===== src/rtl/toggle2pulse_array.sv =====
// toggle2pulse_array: multi-channel toggle-to-pulse converter.
// Each channel turns every level change on its toggle input into a one-cycle
// pulse and counts it in a per-channel pending counter. A round-robin picker
// feeds a single registered valid/ready event port.
// Optional feature: define TOGGLE2PULSE_SYNC_EN to insert a SYNC-stage
// synchronizer in front of every channel (for asynchronous toggle sources).
// Without it the toggle inputs are assumed to be in the clk domain already.
//
// Event port handshake: evt_valid/evt_chan come from registers. An event is
// transferred on a rising clk edge where evt_valid & evt_ready. While
// evt_valid is high and evt_ready is low, evt_chan is held stable and the
// presented event stays owned by the port. The register reloads whenever it
// is empty or its current event is being accepted.
module toggle2pulse_array #(
    parameter  int N    = 4,
    parameter  int SYNC = 2,
    parameter  int CW   = 3,
    localparam int CHW  = (N > 1) ? $clog2(N) : 1
) (
    input  logic           clk,
    input  logic           nreset,
    input  logic [N-1:0]   in,
    output logic [N-1:0]   out,
    output logic           evt_valid,
    output logic [CHW-1:0] evt_chan,
    input  logic           evt_ready,
    output logic [N-1:0]   overflow,
    input  logic           clr_overflow
);

    localparam logic [CW-1:0] CNT_MAX = '1;

    logic [N-1:0]          level;
    logic [N-1:0]          prev_q;
    logic [N-1:0][CW-1:0]  cnt_q, cnt_d;
    logic [N-1:0]          overflow_q, overflow_d;
    logic [N-1:0]          ovf_set;
    logic                  evt_valid_q, evt_valid_d;
    logic [CHW-1:0]        evt_chan_q, evt_chan_d;
    logic [CHW-1:0]        rr_q, rr_d;
    logic                  load;
    logic                  found;
    logic [CHW-1:0]        sel;
    logic                  take;

`ifdef TOGGLE2PULSE_SYNC_EN
    logic [SYNC-1:0][N-1:0] sync_q;

    // Shift every toggle input through its synchronizer chain
    always_ff @(posedge clk or negedge nreset) begin
        if (!nreset) begin
            sync_q <= '0;
        end else begin
            sync_q <= {sync_q[SYNC-2:0], in};
        end
    end

    assign level = sync_q[SYNC-1];
`else
    assign level = in;
`endif

    // Remember the last observed level so a change shows up as a pulse
    always_ff @(posedge clk or negedge nreset) begin
        if (!nreset) begin
            prev_q <= '0;
        end else begin
            prev_q <= level;
        end
    end

    assign out = level ^ prev_q;

    // The output register may take a new event when empty or being drained
    assign load = !evt_valid_q || evt_ready;
    assign take = load && found;

    // Round-robin search starting just after the last loaded channel
    always_comb begin
        logic [CHW-1:0] idx;
        found = 1'b0;
        sel   = '0;
        idx   = '0;
        for (int k = 1; k <= N; k++) begin
            idx = CHW'((int'(rr_q) + k) % N);
            if (!found && (cnt_q[idx] != '0)) begin
                found = 1'b1;
                sel   = idx;
            end
        end
    end

    // Pending counters: count new pulses, give one up when loaded, saturate
    always_comb begin
        logic loaded_i;
        cnt_d    = cnt_q;
        ovf_set  = '0;
        loaded_i = 1'b0;
        for (int i = 0; i < N; i++) begin
            loaded_i = take && (sel == CHW'(i));
            if (out[i] && !loaded_i) begin
                if (cnt_q[i] == CNT_MAX) begin
                    ovf_set[i] = 1'b1;
                end else begin
                    cnt_d[i] = cnt_q[i] + CW'(1);
                end
            end else if (!out[i] && loaded_i) begin
                cnt_d[i] = cnt_q[i] - CW'(1);
            end
        end
    end

    // Sticky drop flags; a new drop wins over a clear in the same cycle
    always_comb begin
        overflow_d = (overflow_q & ~{N{clr_overflow}}) | ovf_set;
    end

    // Output register and round-robin pointer next state
    always_comb begin
        evt_valid_d = evt_valid_q;
        evt_chan_d  = evt_chan_q;
        rr_d        = rr_q;
        if (load) begin
            evt_valid_d = found;
            if (found) begin
                evt_chan_d = sel;
                rr_d       = sel;
            end
        end
    end

    // State registers; the pointer resets to the last channel so channel 0 wins first
    always_ff @(posedge clk or negedge nreset) begin
        if (!nreset) begin
            cnt_q       <= '0;
            overflow_q  <= '0;
            evt_valid_q <= 1'b0;
            evt_chan_q  <= '0;
            rr_q        <= CHW'(N - 1);
        end else begin
            cnt_q       <= cnt_d;
            overflow_q  <= overflow_d;
            evt_valid_q <= evt_valid_d;
            evt_chan_q  <= evt_chan_d;
            rr_q        <= rr_d;
        end
    end

    assign evt_valid = evt_valid_q;
    assign evt_chan  = evt_chan_q;
    assign overflow  = overflow_q;

endmodule

===== config.mk =====
export PLATFORM = sky130hd
export DESIGN_NAME = toggle2pulse_array
export DESIGN_NICKNAME = d
export VERILOG_FILES = /design/src/rtl/toggle2pulse_array.sv
export SDC_FILE = /design/constraint.sdc
export NUM_CORES = 1
export LEC_CHECK = 0
export BUFFER_PORTS_ARGS = -buffer_cell sky130_fd_sc_hd__buf_2
export CORE_UTILIZATION = 30
export CTS_BUF_LIST = sky130_fd_sc_hd__clkbuf_2
export DETAILED_ROUTE_END_ITERATION = 16
export GPL_TIMING_DRIVEN = 0
export PLACE_DENSITY = 0.52
export SYNTH_ARGS = -nofsm -noshare
export SYNTH_HDL_FRONTEND = slang
export SYNTH_SLANG_ARGS = --single-unit

===== constraint.sdc =====
create_clock -name clk -period 4.3 [get_ports clk]
set_input_delay 0.215 -clock clk [delete_from_list [all_inputs] [get_ports clk]]
set_output_delay 0.215 -clock clk [all_outputs]
set_load 0.02 [all_outputs]

Yosys cells after proc, flatten, opt, wreduce, memory -nomap -nowiden. Index checks and enable logic that the tools add are counted.

Reduce and logical (&&, ||, !) cells: 43. Mux-type cells: 36. Bitwise operators: 4. Add/subtract/negate cells: 12. Order comparisons: 4. Equal/unequal tests: 11.

Operators by type and width (count): $mux W3 (16); $bmux W3 S2 (4); $logic_and A1 B1 Y1 (16); $add A3 B1 Y3 const B (4); $eq A3 B3 Y1 const B (4); $logic_not A1 Y1 (12); $lt A2 B3 Y1 const B (4); $mux W1 (12); $reduce_bool A3 Y1 (4); $sub A3 B1 Y3 const B (4); $reduce_and A2 Y1 (5); $mux W2 (4); $ne A2 B2 Y1 const B (4); $reduce_bool A2 Y1 (4); $add A2 B1 Y2 const B (2); $add A2 B2 Y2 const B (2); $and A4 B4 Y4 (1); $eq A2 B2 Y1 const B (2); $not A4 Y4 (1); $or A4 B4 Y4 (1); $xor A4 B4 Y4 (1); $eq A2 B1 Y1 const B (1); $logic_not A2 Y1 (1); $logic_or A1 B1 Y1 (1).

Register bits: 25. Output and inout port bits: 11. Word-level logic and storage cells: 119. Input port bits: 8.

Logic depth before layout (Yosys ltp).
Depth after elaboration: 20. Mapped depth: 11. Gate-level depth less buffers: 10.

Least setup slack after synthesis. Ideal clock, no wire load.

Path type: reg2reg. Start point: register cnt_q[6] (netlist bit). End point: register cnt_q[4] (netlist bit). Data arrival time: 2537 ps. Path buffers: 1. Required time: 4169 ps. Stages on the path, launching flop included: 10. Path slack: 1632 ps. Clock period less this slack: 2668 ps. Library setup time: 131 ps. Cell sequence: dfrtp_1 -> or3_1 -> buf_2 -> or2_1 -> o31a_2 -> or3_1 -> nand2_1 -> fa_1 -> a221oi_1 -> a21oi_1.

RTL lines: start: declaration (line 35) `logic [N-1:0][CW-1:0] cnt_q, cnt_d;`; start signal: assignment (line 141) `cnt_q <= cnt_d;`.

==> impl_metrics.yaml <==
clocking:
  cts.htree.levels: 1
  tritoncts: "done"
  cts-buffers-inserted: 3
  clock_tree_buf_depth: 2
  cts_num_sinks: 25
  clk-insertion-delay-late_ps: 360
  path_clk_slew_ps: 250
  postCtsSetupRepairBufs: 0
  cts.root.buffer_cell: "sky130_fd_sc_hd__clkbuf_2"
grt:
  maximum_number_of_pins_on_one_net_before_global_route_repair: 26
  number_of_global_route_vias_before_repair: 1294
  global_route.usage.met3_pct: 1.68
  first_pass_grt_wire_length_mm: 6.09
  grt_util_all_layers_pct: 12.9
  globalRouteMet1Util_pct: 17.2
  gr-max-usage-layer: "met2"
  global_route.usage.met2_pct: 20.5
  overflow: 0
  antenna_found_initial: 0
pwr:
  ir_drop_v: 0.000240
  internal-power_mw: 0.708
  power.switching_mw: 0.629
  p_sw_share_pct: 47.1
  p_clk_share_pct: 7.2
  power_per_cell_area_nw_per_um2: 700
  total_leakage_power_nw: 0.792
  pwr-share-seq_pct: 33.0
  combPwrFrac_pct: 59.9
die:
  io_pins: 19
  floorplan.initialDensity_pct: 31.7
  die_h_um: 76.5
  die_area_um2: 5840
  core_area_um2: 5240
  die_w_um: 76.5
  placementRows: 26
yosys:
  syn_nets: 185
  synth.distinct_cells: 54
  synth_seq_cells: 25
  synth_async_sr_flop_share_pct: 100
  synth-edff-count: 0
  netlist_area_um2: 1660
  synth-seq-area-share_pct: 37.8
  synth_top_flop_cell: "sky130_fd_sc_hd__dfrtp_1"
  synth.top_cell.area_share_pct: 34.6
  synth_cells: 173
  avgSynthCellArea_um2: 9.61
  yosys.area.top_type: "sky130_fd_sc_hd__dfrtp_1"
  synth.area.top_cells: "sky130_fd_sc_hd__dfrtp_1, sky130_fd_sc_hd__nand2_1, sky130_fd_sc_hd__fa_1"
  synth-warning-count: 0
flow_run:
  maxCapViolCount: 0
run_status:
  run_status: "finished clean"
layout:
  num_antenna_cells: 0
  nets: 213
  layout.cells.non_filler: 270
  drive_above_1_share_pct: 25.5
  most-common-layout-cells: "sky130_fd_sc_hd__dfrtp_1, sky130_fd_sc_hd__nand2_1, sky130_fd_sc_hd__buf_2"
  final_common_cell: "sky130_fd_sc_hd__dfrtp_1"
  synthToLayoutAreaGrowth_pct: 14.9
placed_design:
  numPlacedInstances: 261
  port_buffers: 18
  dp_hpwl_mm: 2.43
  pre_cts_ws_ps: 1350
  gp_congestion: 0.813
sta:
  final_critical_path_setup_slack_ps: 1370
  final.period_utilization_pct: 68.1
  maxClockFrequency_ghz: 0.342
  timing.final.setup_violations: 0
  whs_ps: 86.7
  report.final.slew_viol_count: 0
  finalSetupTns_ps: 0
  timing.clock.skew_ps: 15.8
  finalHoldViolCount: 0
  max_slew.worst_pin.slew_ps: 591
  final_period_minus_worst_setup_slack_ps: 2930
  worst_slew_margin_rel_pct: 60.6
  grt_setup_unrepaired: "false"
min_path:
  hold_path_depth: 2
  min-delay-path-class: "input port to register"
critical_path:
  worst-endpoint-required_ps: 4590
  critical_path.cell_chain: "buf_2 -> nor4_2 -> a211oi_1 -> nor3_2 -> nand3_2 -> nand2_1 -> fa_1 -> mux2_2 -> nor2_1 -> a21oi_1"
  crit_path_top_delay_cell: "sky130_fd_sc_hd__nor3_2"
  crit_fanout: 8
  ff2ff_path_depth: 10
  criticalPathCategory: "register to register"
  worst_path_largest_cell_delay_ps: 490
  critical_path.endpoint_type: "register"
  setup.worst_path.start_class: "register"
  crit_arrival_ps: 3220
drt:
  detailroute.via_count: 1335
  drtAntennaViolNets: 0
  avgViaCountPerCell: 4.94
  drc: 0
  drt_first_pass_iters: 4
  route.final.wire_length_mm: 3.36
  drtIter0Drc: 86
  wire_per_inst_um: 12.4
## per-layer routing
layer / vias up / wire (um)
met1: 627 / 1750
met5: - / 0
li1: 678 / -
met2: 25 / 1460
met3: 5 / 99
met4: 0 / 53
## cells in the mapped netlist, types with 4 or more instances
library cell              instances
sky130_fd_sc_hd__a21oi_1          8
sky130_fd_sc_hd__and3_1           4
sky130_fd_sc_hd__dfrtp_1         23
sky130_fd_sc_hd__fa_1             4
sky130_fd_sc_hd__inv_1            8
sky130_fd_sc_hd__mux2i_1          4
sky130_fd_sc_hd__nand2_1         22
sky130_fd_sc_hd__nand3_1          6
sky130_fd_sc_hd__nor2_1           6
sky130_fd_sc_hd__nor3_1           6
sky130_fd_sc_hd__o22ai_1          6
sky130_fd_sc_hd__xnor2_1          4
sky130_fd_sc_hd__xor2_1           4
## worst max-delay path: cells and delay by family (launching register included)
kind / cells / cell delay [ps]
compound gates: 2 / 150
fa+ha+maj: 1 / 450
buf+inv: 1 / 180
flops: 1 / 460
mux: 1 / 280
simple gates: 5 / 1320
## logic make-up (layout without fill, tap and decap cells)
family / count (synthesis) / after routing / synth area share [%]
compound gates: 41 / 41 / 17.3
xor+xnor: 8 / 8 / 4.21
fa+ha+maj: 4 / 4 / 4.82
buf+inv: 18 / 45 / 5.49
flops: 25 / 25 / 37.8
mux: 6 / 6 / 3.99
simple gates: 71 / 71 / 26.4
## through the flow
stage               area, um^2  power, mW  utilization [%]
finish                    1910       1.34             36.5
global route              1910       1.49             36.5
CTS                       1910       1.36             36.5
floorplan                 1660       1.08                -
detailed placement        1840       1.25             35.1
global placement          1840       1.24             35.1
## worst paths after layout
| path | end | slack, ps | from |
|---|---|---|---|
| max in group asynchronous | cnt_q[11] | 3570 | nreset |
| worst max-delay path | cnt_q[1] | 1370 | cnt_q[3] |
| min in group asynchronous | evt_chan[1] | 340 | nreset |
| worst max register to register | cnt_q[1] | 1370 | cnt_q[3] |
| worst min-delay path | overflow[1] | 90 | clr_overflow |
| worst min register to register | evt_chan[1] | 520 | evt_chan[1] |
## state kept, by name, indices dropped and copies added (netlist names)
| signal | count |
|---|---|
| evt_valid | 1 |
| overflow | 4 |
| evt_chan | 2 |
| prev_q | 4 |
| rr_q | 2 |
| cnt_q | 12 |
## power by group through the flow
stage	Sequential, mW	Clock [mW]	Combinational [mW]
4_1_cts	0.443	0.103	0.810
3_5_place_dp	0.448	0	0.803
3_3_place_gp	0.446	0	0.790
2_1_floorplan	0.461	0	0.615
5_1_grt	0.466	0.112	0.908
6_report	0.441	0.0958	0.801
## repair_timing
action / CTS / global route
gates resized for setup: 0 / 0
hold buffers: 5 / 0
hold endpoints to repair: 27 / 0
## final cells by class
class / instances / area (um^2)
fillers: 546 / 3330
plain buffers: 10 / 61.3
well taps: 70 / 87.6
clock buffers: 3 / 15.0
flip-flops and latches: 25 / 628
multi-input cells: 130 / 943
clock inverters: 1 / 5.00
inverters: 8 / 30.0
repair buffers: 23 / 140
Note: power is estimated with default switching activity, not from simulation.
